==> config.mk <==
export PLATFORM = sky130hd
export DESIGN_NAME = bus_arbiter_flat
export DESIGN_NICKNAME = d
export VERILOG_FILES = /design/src/rtl/bus_arbiter_if.sv /design/src/rtl/bus_arbiter.sv /design/src/flat_wrapper.sv
export SDC_FILE = /design/constraint.sdc
export NUM_CORES = 1
export LEC_CHECK = 0
export ABC_AREA = 1
export BUFFER_PORTS_ARGS = -buffer_cell sky130_fd_sc_hd__buf_2
export CAP_MARGIN = 20
export CORE_MARGIN = 2
export CORE_UTILIZATION = 50
export DETAILED_ROUTE_END_ITERATION = 8
export GPL_TIMING_DRIVEN = 0
export PLACE_DENSITY = 0.83
export SYNTH_ARGS = -nofsm -noshare
export SYNTH_HDL_FRONTEND = slang
export SYNTH_SLANG_ARGS = --single-unit
export TNS_END_PERCENT = 20
==> constraint.sdc <==
create_clock -name clk -period 3.1 [get_ports clk]
set_input_delay 0 -clock clk [delete_from_list [all_inputs] [get_ports clk]]
set_output_delay 0 -clock clk [all_outputs]
set_load 0.005 [all_outputs]
==> src/rtl/bus_arbiter_if.sv <==
// Bus arbiter interface: bundles the per-requester request/release strobes
// and the arbiter's grant/status outputs.
//   req      requester -> arbiter  per-requester level request
//   done     requester -> arbiter  per-requester release strobe
//   gnt      arbiter -> requester  registered one-hot grant
//   owner    arbiter -> requester  index of current/last owner
//   bus_busy arbiter -> requester  high while a requester owns the bus
//   timeout  arbiter -> requester  one-cycle pulse after a forced release
// Modports: slave = arbiter side, master = requester/controller side.
interface bus_arbiter_if #(
    parameter int NREQ = 4
);
    localparam int IDX_W = (NREQ > 1) ? $clog2(NREQ) : 1;

    logic [NREQ-1:0]  req;
    logic [NREQ-1:0]  done;
    logic [NREQ-1:0]  gnt;
    logic [IDX_W-1:0] owner;
    logic             bus_busy;
    logic             timeout;

    modport slave (
        input  req,
        input  done,
        output gnt,
        output owner,
        output bus_busy,
        output timeout
    );

    modport master (
        output req,
        output done,
        input  gnt,
        input  owner,
        input  bus_busy,
        input  timeout
    );
endinterface

==> src/rtl/bus_arbiter.sv <==
// Round-robin arbiter for the shared 8-bit internal data bus
// (0 = controller fetch, 1 = register bank, 2 = memory load, 3 = I/O port).
// A dead turnaround cycle is inserted between owners so that two drivers
// never overlap on the bus.
//
// Ports:
//   clk    system clock, rising edge
//   reset  asynchronous active-low reset
//   bus    bus_arbiter_if.slave (req, done in; gnt, owner, bus_busy, timeout out)
//
// Optional feature macro: BUS_TIMEOUT_EN
//   defined   : an owner is forcibly released after MAX_HOLD cycles and
//               timeout pulses during the following turnaround cycle
//   undefined : no hold counter, an owner keeps the bus until it releases,
//               timeout is tied low
//
// state | meaning
// ------+--------------------------------------------------------------
// IDLE  | no owner, gnt = 0, grant on the next edge if any req is set
// OWN   | gnt[owner] held, bus_busy = 1, wait for done/req drop (or timeout)
// TURN  | single dead cycle between owners, gnt = 0
module bus_arbiter #(
    parameter int NREQ     = 4,
    parameter int MAX_HOLD = 16,
    parameter int CNT_W    = 5
) (
    input  logic           clk,
    input  logic           reset,
    bus_arbiter_if.slave   bus
);
    localparam int IDX_W = (NREQ > 1) ? $clog2(NREQ) : 1;

    if (NREQ < 2 || NREQ > 8) begin : g_bad_nreq
        $error("bus_arbiter: NREQ must be in 2..8");
    end
    if ((2 ** CNT_W) <= MAX_HOLD || MAX_HOLD < 1) begin : g_bad_hold
        $error("bus_arbiter: need 1 <= MAX_HOLD < 2**CNT_W");
    end

    typedef enum logic [1:0] {
        ST_IDLE = 2'd0,
        ST_OWN  = 2'd1,
        ST_TURN = 2'd2
    } state_t;

    state_t           state_q, state_d;
    logic [NREQ-1:0]  gnt_q, gnt_d;
    logic [IDX_W-1:0] owner_q, owner_d;
    logic [IDX_W-1:0] ptr_q, ptr_d;

    logic             sel_valid;
    logic [IDX_W-1:0] sel_idx;
    logic [IDX_W:0]   cand;
    logic [IDX_W-1:0] owner_next;
    logic             user_rel;
    logic             hold_expired;

    // Search req starting at ptr with wrap; the extra cand bit keeps
    // ptr + i from overflowing before the modulo correction.
    always_comb begin
        sel_valid = 1'b0;
        sel_idx   = '0;
        cand      = '0;
        for (int i = 0; i < NREQ; i++) begin
            cand = {1'b0, ptr_q} + (IDX_W+1)'(i);
            if (cand >= (IDX_W+1)'(NREQ)) begin
                cand = cand - (IDX_W+1)'(NREQ);
            end
            if (!sel_valid && bus.req[cand[IDX_W-1:0]]) begin
                sel_valid = 1'b1;
                sel_idx   = cand[IDX_W-1:0];
            end
        end
    end

    assign owner_next = (owner_q == IDX_W'(NREQ - 1)) ? '0 : owner_q + 1'b1;

    // Only the owner's own strobes count; everyone else is ignored.
    assign user_rel = bus.done[owner_q] | ~bus.req[owner_q];

`ifdef BUS_TIMEOUT_EN
    logic [CNT_W-1:0] hold_cnt_q, hold_cnt_d;
    logic             timeout_q, timeout_d;

    // hold_cnt is 0 in the first OWN cycle, so comparing against
    // MAX_HOLD-1 gives exactly MAX_HOLD cycles of ownership.
    assign hold_expired = (state_q == ST_OWN) &&
                          (hold_cnt_q == CNT_W'(MAX_HOLD - 1));

    always_comb begin
        hold_cnt_d = '0;
        timeout_d  = 1'b0;
        if (state_q == ST_OWN) begin
            if (user_rel || hold_expired) begin
                hold_cnt_d = '0;
                timeout_d  = hold_expired & ~user_rel;
            end else begin
                hold_cnt_d = (hold_cnt_q == '1) ? hold_cnt_q : hold_cnt_q + 1'b1;
            end
        end
    end

    always_ff @(posedge clk or negedge reset) begin
        if (!reset) begin
            hold_cnt_q <= '0;
            timeout_q  <= 1'b0;
        end else begin
            hold_cnt_q <= hold_cnt_d;
            timeout_q  <= timeout_d;
        end
    end

    assign bus.timeout = timeout_q;
`else
    assign hold_expired = 1'b0;
    assign bus.timeout  = 1'b0;
`endif

    always_comb begin
        state_d = state_q;
        gnt_d   = gnt_q;
        owner_d = owner_q;
        ptr_d   = ptr_q;
        unique case (state_q)
            ST_IDLE, ST_TURN: begin
                gnt_d = '0;
                if (sel_valid) begin
                    gnt_d   = NREQ'(1) << sel_idx;
                    owner_d = sel_idx;
                    state_d = ST_OWN;
                end else begin
                    state_d = ST_IDLE;
                end
            end
            ST_OWN: begin
                if (user_rel || hold_expired) begin
                    gnt_d   = '0;
                    ptr_d   = owner_next;
                    state_d = ST_TURN;
                end
            end
            default: begin
                gnt_d   = '0;
                state_d = ST_IDLE;
            end
        endcase
    end

    always_ff @(posedge clk or negedge reset) begin
        if (!reset) begin
            state_q <= ST_IDLE;
            gnt_q   <= '0;
            owner_q <= '0;
            ptr_q   <= '0;
        end else begin
            state_q <= state_d;
            gnt_q   <= gnt_d;
            owner_q <= owner_d;
            ptr_q   <= ptr_d;
        end
    end

    assign bus.gnt      = gnt_q;
    assign bus.owner    = owner_q;
    assign bus.bus_busy = (state_q == ST_OWN);
endmodule

==> src/flat_wrapper.sv <==
// flat-port wrapper written by rule: the top's interface ports become plain ports
module bus_arbiter_flat 
#(
    parameter int NREQ     = 4,
    parameter int MAX_HOLD = 16,
    parameter int CNT_W    = 5
)
  (clk, reset, bus_req, bus_done, bus_gnt, bus_owner, bus_bus_busy, bus_timeout);
  bus_arbiter_if #(.NREQ(NREQ)) bus_i ();
  input  logic clk;
  input  logic reset;
  input wire logic [$bits(bus_i.req)-1:0] bus_req;
  input wire logic [$bits(bus_i.done)-1:0] bus_done;
  output wire logic [$bits(bus_i.gnt)-1:0] bus_gnt;
  output wire logic [$bits(bus_i.owner)-1:0] bus_owner;
  output wire logic [$bits(bus_i.bus_busy)-1:0] bus_bus_busy;
  output wire logic [$bits(bus_i.timeout)-1:0] bus_timeout;
  assign bus_i.req = bus_req;
  assign bus_i.done = bus_done;
  assign bus_gnt = bus_i.gnt;
  assign bus_owner = bus_i.owner;
  assign bus_bus_busy = bus_i.bus_busy;
  assign bus_timeout = bus_i.timeout;
  bus_arbiter #(.NREQ(NREQ), .MAX_HOLD(MAX_HOLD), .CNT_W(CNT_W)) u_core (.clk(clk), .reset(reset), .bus(bus_i));
endmodule
* Word level (Yosys, flattened, before mapping) *
Cells that the tools add are included.

word-level totals
  word-level logic and storage cells = 69
  input port bits = 10
  memories kept = 0
  register bits after elaboration = 10
  memory bits (read-only) = 0
  latch bits = 0
  RAM bits = 0
  output and inout bits = 8

cells by class
  muxes and demuxes = 31
  reductions and logical operators = 10
  order comparisons = 9
  divide/modulo/power cells = 0
  add/subtract/negate cells = 8
  $mul = 0
  equality and inequality tests = 4
  shift-type cells = 1
  bitwise gates (word level) = 2

operators by type and width
  operator                                                                      count
  2-bit 2-to-1 mux                                                              10
  2-bit by 3-bit less-than comparator with 1-bit output, second input constant  5
  1-bit binary-select mux with 2-bit select                                     6
  1-bit 2-to-1 mux                                                              11
  3-bit >= comparator, second input constant                                    3
  4-bit 2-to-1 mux                                                              2
  4-bit case mux with 2 select lines                                            1
  2-bit by 1-bit subtractor with 2-bit output, second input constant            4
  2-bit by 2-bit adder with 3-bit output, second input constant                 2
  2-bit == test, second input constant                                          2
  2-bit case mux with 2 select lines                                            1
  2-bit AND reduction                                                           2
  1-bit by 2-bit left shift with 4-bit output, first input constant             1
  2-bit by 1-bit adder with 3-bit output, second input constant                 1
  2-bit by 3-bit >= comparator with 1-bit output, second input constant         1
  1-bit logical AND                                                             3
  1-bit logical NOT                                                             3
  2-bit by 1-bit adder with 2-bit output, second input constant                 1
  2-bit by 1-bit == test with 1-bit output, second input constant               1
  2-bit logical NOT                                                             1
  2-bit by 1-bit != test with 1-bit output, second input constant               1
  2-bit OR reduction                                                            1
  1-bit inverter                                                                1
  1-bit bitwise OR                                                              1

* Depth between registers and ports, before layout *
Gate-level depths: netlist (run 1).

  depth in word-level cells = 17
  depth in mapped cells = 12

* Worst setup path before layout (run 1) *
OpenSTA, ideal clock, no wires.

  path type = register to register
  from = register u_core.ptr_q[0]
  to = register u_core.gnt_q[0] (netlist: u_core.bus.gnt[0])
  required time = 2.983 ns
  stages on the path, launching flop included = 11
  library setup time = 0.117 ns
  buffers on the path = 0
  arrival time = 1.212 ns
  setup slack = 1.770 ns
  path through = dfrtp_1 > inv_2 > nand2_1 > nand3_2 > nand2_2 > nor2_2 > nand3_2 > nand2_4 > inv_2 > nand3_1 > nand2_1

on the way
  cells in the longest elaborated chain, start to end = 17
  elaborated cells on any way between the ends = 40

RTL lines
  what                                                                             RTL line            text
  start, declared                                                                  bus_arbiter.sv:49   logic [IDX_W-1:0] ptr_q, ptr_d;
  start signal, assigned                                                           bus_arbiter.sv:159  ptr_q <= ptr_d;
  branches (longest 15 deep; another with 2-bit by 1-bit adder with 3-bit output)  -
  4-bit 2-to-1 mux *                                                               bus_arbiter.sv:127  if (sel_valid) begin
  4-bit case mux with 2 select lines *                                             bus_arbiter.sv:124  unique case (state_q)
  end signal, assigned                                                             bus_arbiter.sv:157  gnt_q <= gnt_d;
  end, declared                                                                    bus_arbiter.sv:47   logic [NREQ-1:0] gnt_q, gnt_d;

Mark *: on every way between the ends. The select of a mux whose other input is x is not followed.
A chain may end at the register's enable or synchronous reset.

* Worst setup path in the final report (run 1) *
Same ends and word-level chain as after synthesis.

==> results by group, run 1 <==
Setup path
  • Logic depth of the worst path, buffers included: 10
  • Sum of buffers and inverters on the critical path: 2
  • Crit path required time: 3250 ps
  • R2R Path End: u_core.bus.gnt[0]
  • Maximum fanout along the worst path: 10
  • Worst setup path category: register to register
  • Critical Path Source Type: register
  • Worst path top cell family by delay: simple AND/OR/NAND/NOR gates
  • Worst setup startpoint: u_core.ptr_q[0]
  • Largest incremental delay on the critical path: 420 ps
  • Worst-path cell with the longest stage delay: sky130_fd_sc_hd__dfrtp_1
  • Capturing element type of the critical path: register
  • Setup slack of the most critical reg-to-reg path: 1580 ps
  • Data arrival time of the critical path: 1670 ps
  • FF-to-FF path depth: 10
  • Crit-path cells: inv_2 -> nand2_1 -> nand3_2 -> nand2_2 -> nor2_2 -> nand3_2 -> nand2_4 -> inv_2 -> nand3_1 -> nand2_1
  • Crit path capture: u_core.bus.gnt[0]
  • Worst reg2reg startpoint: u_core.ptr_q[0]

Power
  • Max IR drop VDD: 0.659 mV
  • Pwr Density: 1080 nW/µm²
  • Leak pwr: 0.000559 µW

Yosys
  • Post-synthesis sequential area ratio: 0.313
  • Synthesized netlist cell count: 120
  • Cell with the most instances after synthesis: sky130_fd_sc_hd__nand2_1
  • Cell type contributing the most total cell area after synthesis: sky130_fd_sc_hd__dfrtp_1
  • Syn_nets: 131
  • Arithmetic-cell share of the synthesized area counting full adders, half adders and majority gates: 0.0156
  • Number of enable-type register cells in the synthesized netlist: 0
  • Share of flip-flops with an asynchronous set or reset after synthesis: 1.00
  • Largest family of logic cells by synthesized area: simple AND/OR/NAND/NOR gates
  • Count of synthesis-stage warnings from yosys: 0
  • Compound-cell area share of the yosys netlist: 0.0814
  • Top flip-flop cell by instance count after synthesis: sky130_fd_sc_hd__dfrtp_1
  • Most used standard cells in the synthesized netlist: sky130_fd_sc_hd__nand2_1 (46), sky130_fd_sc_hd__nand2_2 (12), sky130_fd_sc_hd__dfrtp_1 (10), sky130_fd_sc_hd__inv_1 (10), sky130_fd_sc_hd__nand3_1 (9)
  • Count of different cell masters after synthesis: 23
  • Mux share of post-synthesis cell area: 0
  • Share of the synthesized area in the top cell type: 0.313
  • Post-Synth Simple-Gate Area: 0.496
  • Area share of xor/xnor cells in the synthesized design: 0
  • Leading cell types by total area after synthesis: sky130_fd_sc_hd__dfrtp_1 (31%), sky130_fd_sc_hd__nand2_1 (22%), sky130_fd_sc_hd__nand2_2 (9.4%)
  • Number of storage elements in the synthesis netlist: 10
  • Synth Area per Inst: 6.66 µm²
  • Cell area after technology mapping: 800 µm²

Job
  • Max_cap viols: 0

Floorplan
  • Die Y-Extent: 44.0 µm
  • Site Rows: 14
  • Top-level I/O count: 18
  • Initial Util: 0.531
  • Die extent in x: 44.0 µm
  • Die area: 1930 µm²
  • Core Footprint: 1510 µm²

Routing
  • TritonRoute pass-1 iters: 4
  • Vias per inst: 5.08
  • Total via count in the routed design: 797
  • Number of nets still failing antenna checks after routing: 0
  • Final wirelength: 1710 µm
  • Initial DRC count: 26
  • DRC violation count after routing: 0
  • Average routed wire per standard cell: 10.9 µm

Cells and area
  • Register area: 250 µm²
  • Number of diodes: 0
  • Multi-input gate area in the final layout: 478 µm²
  • Fillers: 135
  • Fin util: 0.628
  • Area growth syn-to-layout: 18.3%
  • NumNets Final: 153
  • Non-filler cells in the finished layout: 157
  • Layout cells sized above 1: 0.340

Placed design
  • Dpl cells: 152
  • Port Buffer Count: 16
  • Final RePlAce weighted congestion: 0.861
  • Detail Placement HPWL: 1310 µm

Timing
  • Count of endpoints failing hold in the final timing report: 0
  • Slew Limit Fails: 0
  • Maximum achievable frequency: 658 MHz
  • Unrepaired setup endpoints after global routing: no
  • Final setup skew: 3.97 ps
  • Final Cycle Share: 0.491
  • Final setup violation count: 0
  • Sum of negative setup slack: 0 ps
  • Post-layout minimum cycle time: 1520 ps
  • Final worst hold slack: 116 ps

Clock tree
  • Post CTS Setup Buffer Count: 0
  • Number of CTS-inserted buffers: 3
  • Clock edge transition at the registers on the reported setup and hold paths: 70 ps
  • TritonCTS clock tree: built
  • H-tree Lvls: 1
  • Total number of clock tree sinks: 10
  • Number of hold-repair buffers added at the cts stage: 1
  • Root Buffer: sky130_fd_sc_hd__clkbuf_4
  • Number of buffers between clock root and the deepest sink: 2
  • Clock latency on the worst-skew pair: 260 ps
  • Post-CTS sizing: 0

Min path
  • Hold crit path type: input port to asynchronous set/reset pin

Global route
  • Antenna violations before repair: 0
  • Overall track demand over capacity in global routing: 0.206
  • Number of global-route vias before repair: 704
  • Largest net degree at the start of global routing: 11
  • Wire length of the first global-routing pass: 2930 µm
  • Grt total ovfl: 0

Status
  • Outcome: complete, no violations
area by class of cell:
cell class                 count  share of cell area
multi-input combinational     94               0.505
buffer                         2              0.0198
timing repair buffer          17              0.0952
inverter                      14              0.0556
tap                           16              0.0212
sequential                    10               0.265
clock buffer                   4              0.0384
placed cells by master (no fill, tap or decap), drive strengths merged, types with 2 or more instances in the layout:
cell,Yosys,layout
o21ai,5,5
o31ai,2,2
nand3,11,11
nor2,9,9
dfrtp,10,10
inv,14,14
buf,2,18
clkbuf,0,4
nand2,60,60
state kept, by name, summed over array words and instances, names as in the netlist:
name              flops
u_core.bus.gnt        4
u_core.bus.owner      2
u_core.state_q        2
u_core.ptr_q          2
metal layers:
metal / track usage / routed length (µm) / up-vias
met3: 0.0125 / 72 / 2
met1: 0.274 / 772 / 352
met4: 0.0909 / 10 / 0
li1: - / - / 415
met5: 0 / 0 / -
met2: 0.344 / 856 / 28
where the power goes:
part	internal [µW]	switching, µW	leakage, µW	total (µW)
clock	71.2	45.1	0.0000210	116
combinational	242	427	0.000410	668
sequential	184	51.0	0.000128	235
how the worst min path moves through the flow:
stage	startpoint	end	slack, ps	cells after the start
5_1_grt	reset	u_core.bus.gnt[3]	140	2
3_3_place_gp	reset	u_core.bus.gnt[3]	-140	1
2_1_floorplan	reset	u_core.bus.gnt[0]	-300	0
3_5_place_dp	reset	u_core.bus.gnt[2]	-130	1
4_1_cts	bus_done[0]	u_core.state_q[0]	100	4
6_report	reset	u_core.state_q[1]	120	2
through the flow:
stage / power, µW / worst slack [ps] / instance area [µm²]
6_report: 1020 / 1580 / 946
5_1_grt: 1130 / 1480 / 946
4_1_cts: 1020 / 1580 / 946
3_5_place_dp: 895 / 1600 / 900
3_3_place_gp: 874 / 1660 / 900
2_1_floorplan: 757 / 1770 / 800
kinds of logic after synthesis:
group	Yosys count
AND/OR/NAND/NOR	82
buffers and inverters	16
AO/OA/AOI/OAI	10
flip-flops	10
adder cells (fa/ha/maj)	1
other	1
worst register-to-register path: cells and delay by family, from the launching register on:
family | cells | cell delay (ps)
flops | 1 | 420
simple gates | 8 | 790
buf+inv | 2 | 200
Note: power is estimated with default switching activity, not from simulation.
==> run 2: changes to the inputs <==
Clock period 3.1 ns to 1.6 ns, I/O delays scaled along.
==> run 2 against run 1 <==
  * Largest power group unchanged
  * Critical path depth did not move
  * Highest routed layer unchanged
  * Wire length decreased by 0.12%
  * Via count increased by 0.13%
  * Combinational power rose by 95%
==> results by group, run 2 (synthesis results as in run 1) <==
Status
  • Outcome: complete, no violations

Power
  • Internal power component: 972 µW (+95%)
  • Reg power frac: 0.234 (+0.003)
  • Max IR drop VDD: 1.28 mV (+94%)
  • Net Sw Frac: 0.511 (-0.00123)
  • Share of total power in the clock network: 0.113 (about the same)
  • Leak pwr: 0.000557 µW (-0.35%)
  • Overall power consumption: 1990 µW (+95%)
  • Switching component of the power: 1020 µW (+95%)
  • Pwr Density: 2090 nW/µm² (+94%)
  • Fraction of power consumed by combinational cells: 0.653 (-0.002)

Global route
  • Antenna violations before repair: 0 (unchanged)
  • Grt total ovfl: 0 (unchanged)
  • Overall track demand over capacity in global routing: 0.206 (unchanged)
  • Number of global-route vias before repair: 704 (unchanged)
  • Largest net degree at the start of global routing: 11 (unchanged)
  • Wire length of the first global-routing pass: 2930 µm (unchanged)

Clock tree
  • Number of buffers between clock root and the deepest sink: 2 (unchanged)
  • Clock latency on the worst-skew pair: 260 ps (about the same)
  • TritonCTS clock tree: built
  • Total number of clock tree sinks: 10 (unchanged)
  • H-tree Lvls: 1 (unchanged)
  • Post CTS Setup Buffer Count: 0 (unchanged)
  • Number of CTS-inserted buffers: 3 (unchanged)
  • Clock edge transition at the registers on the reported setup and hold paths: 70 ps (about the same)
  • Root Buffer: sky130_fd_sc_hd__clkbuf_4

Setup path
  • Critical Path Source Type: register
  • Largest incremental delay on the critical path: 440 ps (+20 ps)
  • Crit-path cells: inv_4 -> nand2_1 -> nand3_2 -> nand2_2 -> nor2_2 -> nand3_2 -> nand2_4 -> inv_2 -> nand3_1 -> nand2_1
  • Data arrival time of the critical path: 1630 ps (-40 ps)
  • Maximum fanout along the worst path: 10 (unchanged)
  • Worst-path cell with the longest stage delay: sky130_fd_sc_hd__dfrtp_2
  • Capturing element type of the critical path: register
  • Worst setup path category: register to register
  • Sum of buffers and inverters on the critical path: 2 (unchanged)
  • Crit path required time: 1750 ps (-1500 ps)
  • Worst path top cell family by delay: simple AND/OR/NAND/NOR gates

Timing
  • Final setup violation count: 0 (unchanged)
  • Final Cycle Share: 0.924 (+0.433)
  • Final setup skew: 3.96 ps (-0.00417 ps)
  • Slew Limit Fails: 0 (unchanged)
  • Sum of negative setup slack: 0 ps (unchanged)
  • Count of endpoints failing hold in the final timing report: 0 (unchanged)
  • Post-layout minimum cycle time: 1480 ps (-43.0 ps)
  • Maximum achievable frequency: 677 MHz (+2.9%)
  • Unrepaired setup endpoints after global routing: no

Floorplan
  • Die area: 1930 µm² (unchanged)
  • Initial Util: 0.531 (unchanged)
  • Top-level I/O count: 18 (unchanged)
  • Die Y-Extent: 44.0 µm (unchanged)
  • Die extent in x: 44.0 µm (unchanged)
  • Core Footprint: 1510 µm² (unchanged)
  • Site Rows: 14 (unchanged)

Job
  • Max_cap viols: 0 (unchanged)

Cells and area
  • Area growth syn-to-layout: 18.9%
  • Largest register FFs: 4 (unchanged)
  • NumNets Final: 153 (unchanged)
  • Most frequent standard cell in the layout excluding fill and tap cells: sky130_fd_sc_hd__nand2_1
  • Number of diodes: 0 (unchanged)
  • Commonest cells after routing, fill and taps aside: sky130_fd_sc_hd__nand2_1 (46), sky130_fd_sc_hd__buf_2 (16), sky130_fd_sc_hd__nand2_2 (12)
  • Non-filler cells in the finished layout: 157 (unchanged)
  • Layout cells sized above 1: 0.355 (+0.0142)

Min path
  • Hold crit path type: input port to asynchronous set/reset pin

Routing
  • Final wirelength: 1710 µm (-0.12%)
  • Average routed wire per standard cell: 10.9 µm (-0.12%)
  • Number of nets still failing antenna checks after routing: 0 (unchanged)
  • Vias per inst: 5.08 (+0.13%)
  • Total via count in the routed design: 798 (+0.13%)
  • TritonRoute pass-1 iters: 4 (unchanged)
  • DRC violation count after routing: 0 (unchanged)
  • Initial DRC count: 31 (+19%)

Placed design
  • Port Buffer Count: 16 (unchanged)
  • Final RePlAce weighted congestion: 0.861 (unchanged)
  • Dpl cells: 152 (unchanged)
  • Detail Placement HPWL: 1310 µm (unchanged)
[run 2: worst paths after layout]
kind	from	end	slack, ps	depth (start not counted)
worst max-delay path	u_core.ptr_q[0]	u_core.bus.gnt[0]	120	10
worst min-delay path	reset	u_core.state_q[1]	120	2
worst max register to register	u_core.ptr_q[0]	u_core.bus.gnt[0]	120	10
worst min register to register	u_core.bus.gnt[2]	u_core.bus.gnt[2]	480	2
max in group asynchronous	reset	u_core.ptr_q[0]	1270	2
min in group clk	bus_done[2]	u_core.state_q[0]	120	4
[run 2: final cells by class]
class / instances / area (µm²)
clock buffer: 4 / 36.3
timing repair buffer: 17 / 90.1
fill: 134 / 556
sequential: 10 / 253
inverter: 14 / 55.1
tap: 16 / 20.0
buffer: 2 / 18.8
multi-input combinational: 94 / 478
[run 2: layer usage]
layer,wire length (µm),track usage
met2,857,0.344
met3,72,0.0125
met4,10,0.0909
met5,0,0
met1,769,0.274
[run 2: metrics by stage]
stage                     hold slack [ps]  area (µm²)  setup WS (ps)   util
final                                 115         951            122  0.631
after global routing                  144         951           34.7  0.631
after CTS                            99.7         946           78.7  0.628
after detailed placement             -128         900           99.1  0.597
after global placement               -137         900            162  0.597
after floorplan                      -296         800            270      -
[run 2: power groups by stage]
stage	registers (µW)	clock network, µW	logic (µW)
after floorplan	445	0	1020
after CTS	454	235	1290
final	465	225	1300
after global placement	452	0	1240
after global routing	479	248	1470
after detailed placement	460	0	1270
[run 2: timing repair]
| item | in CTS | in global routing |
|---|---|---|
| gates resized for setup | 0 | 3 |
| setup endpoints to repair | 0 | 4 |
| endpoints found under the hold margin | 10 | 0 |
| hold buffers | 1 | 0 |
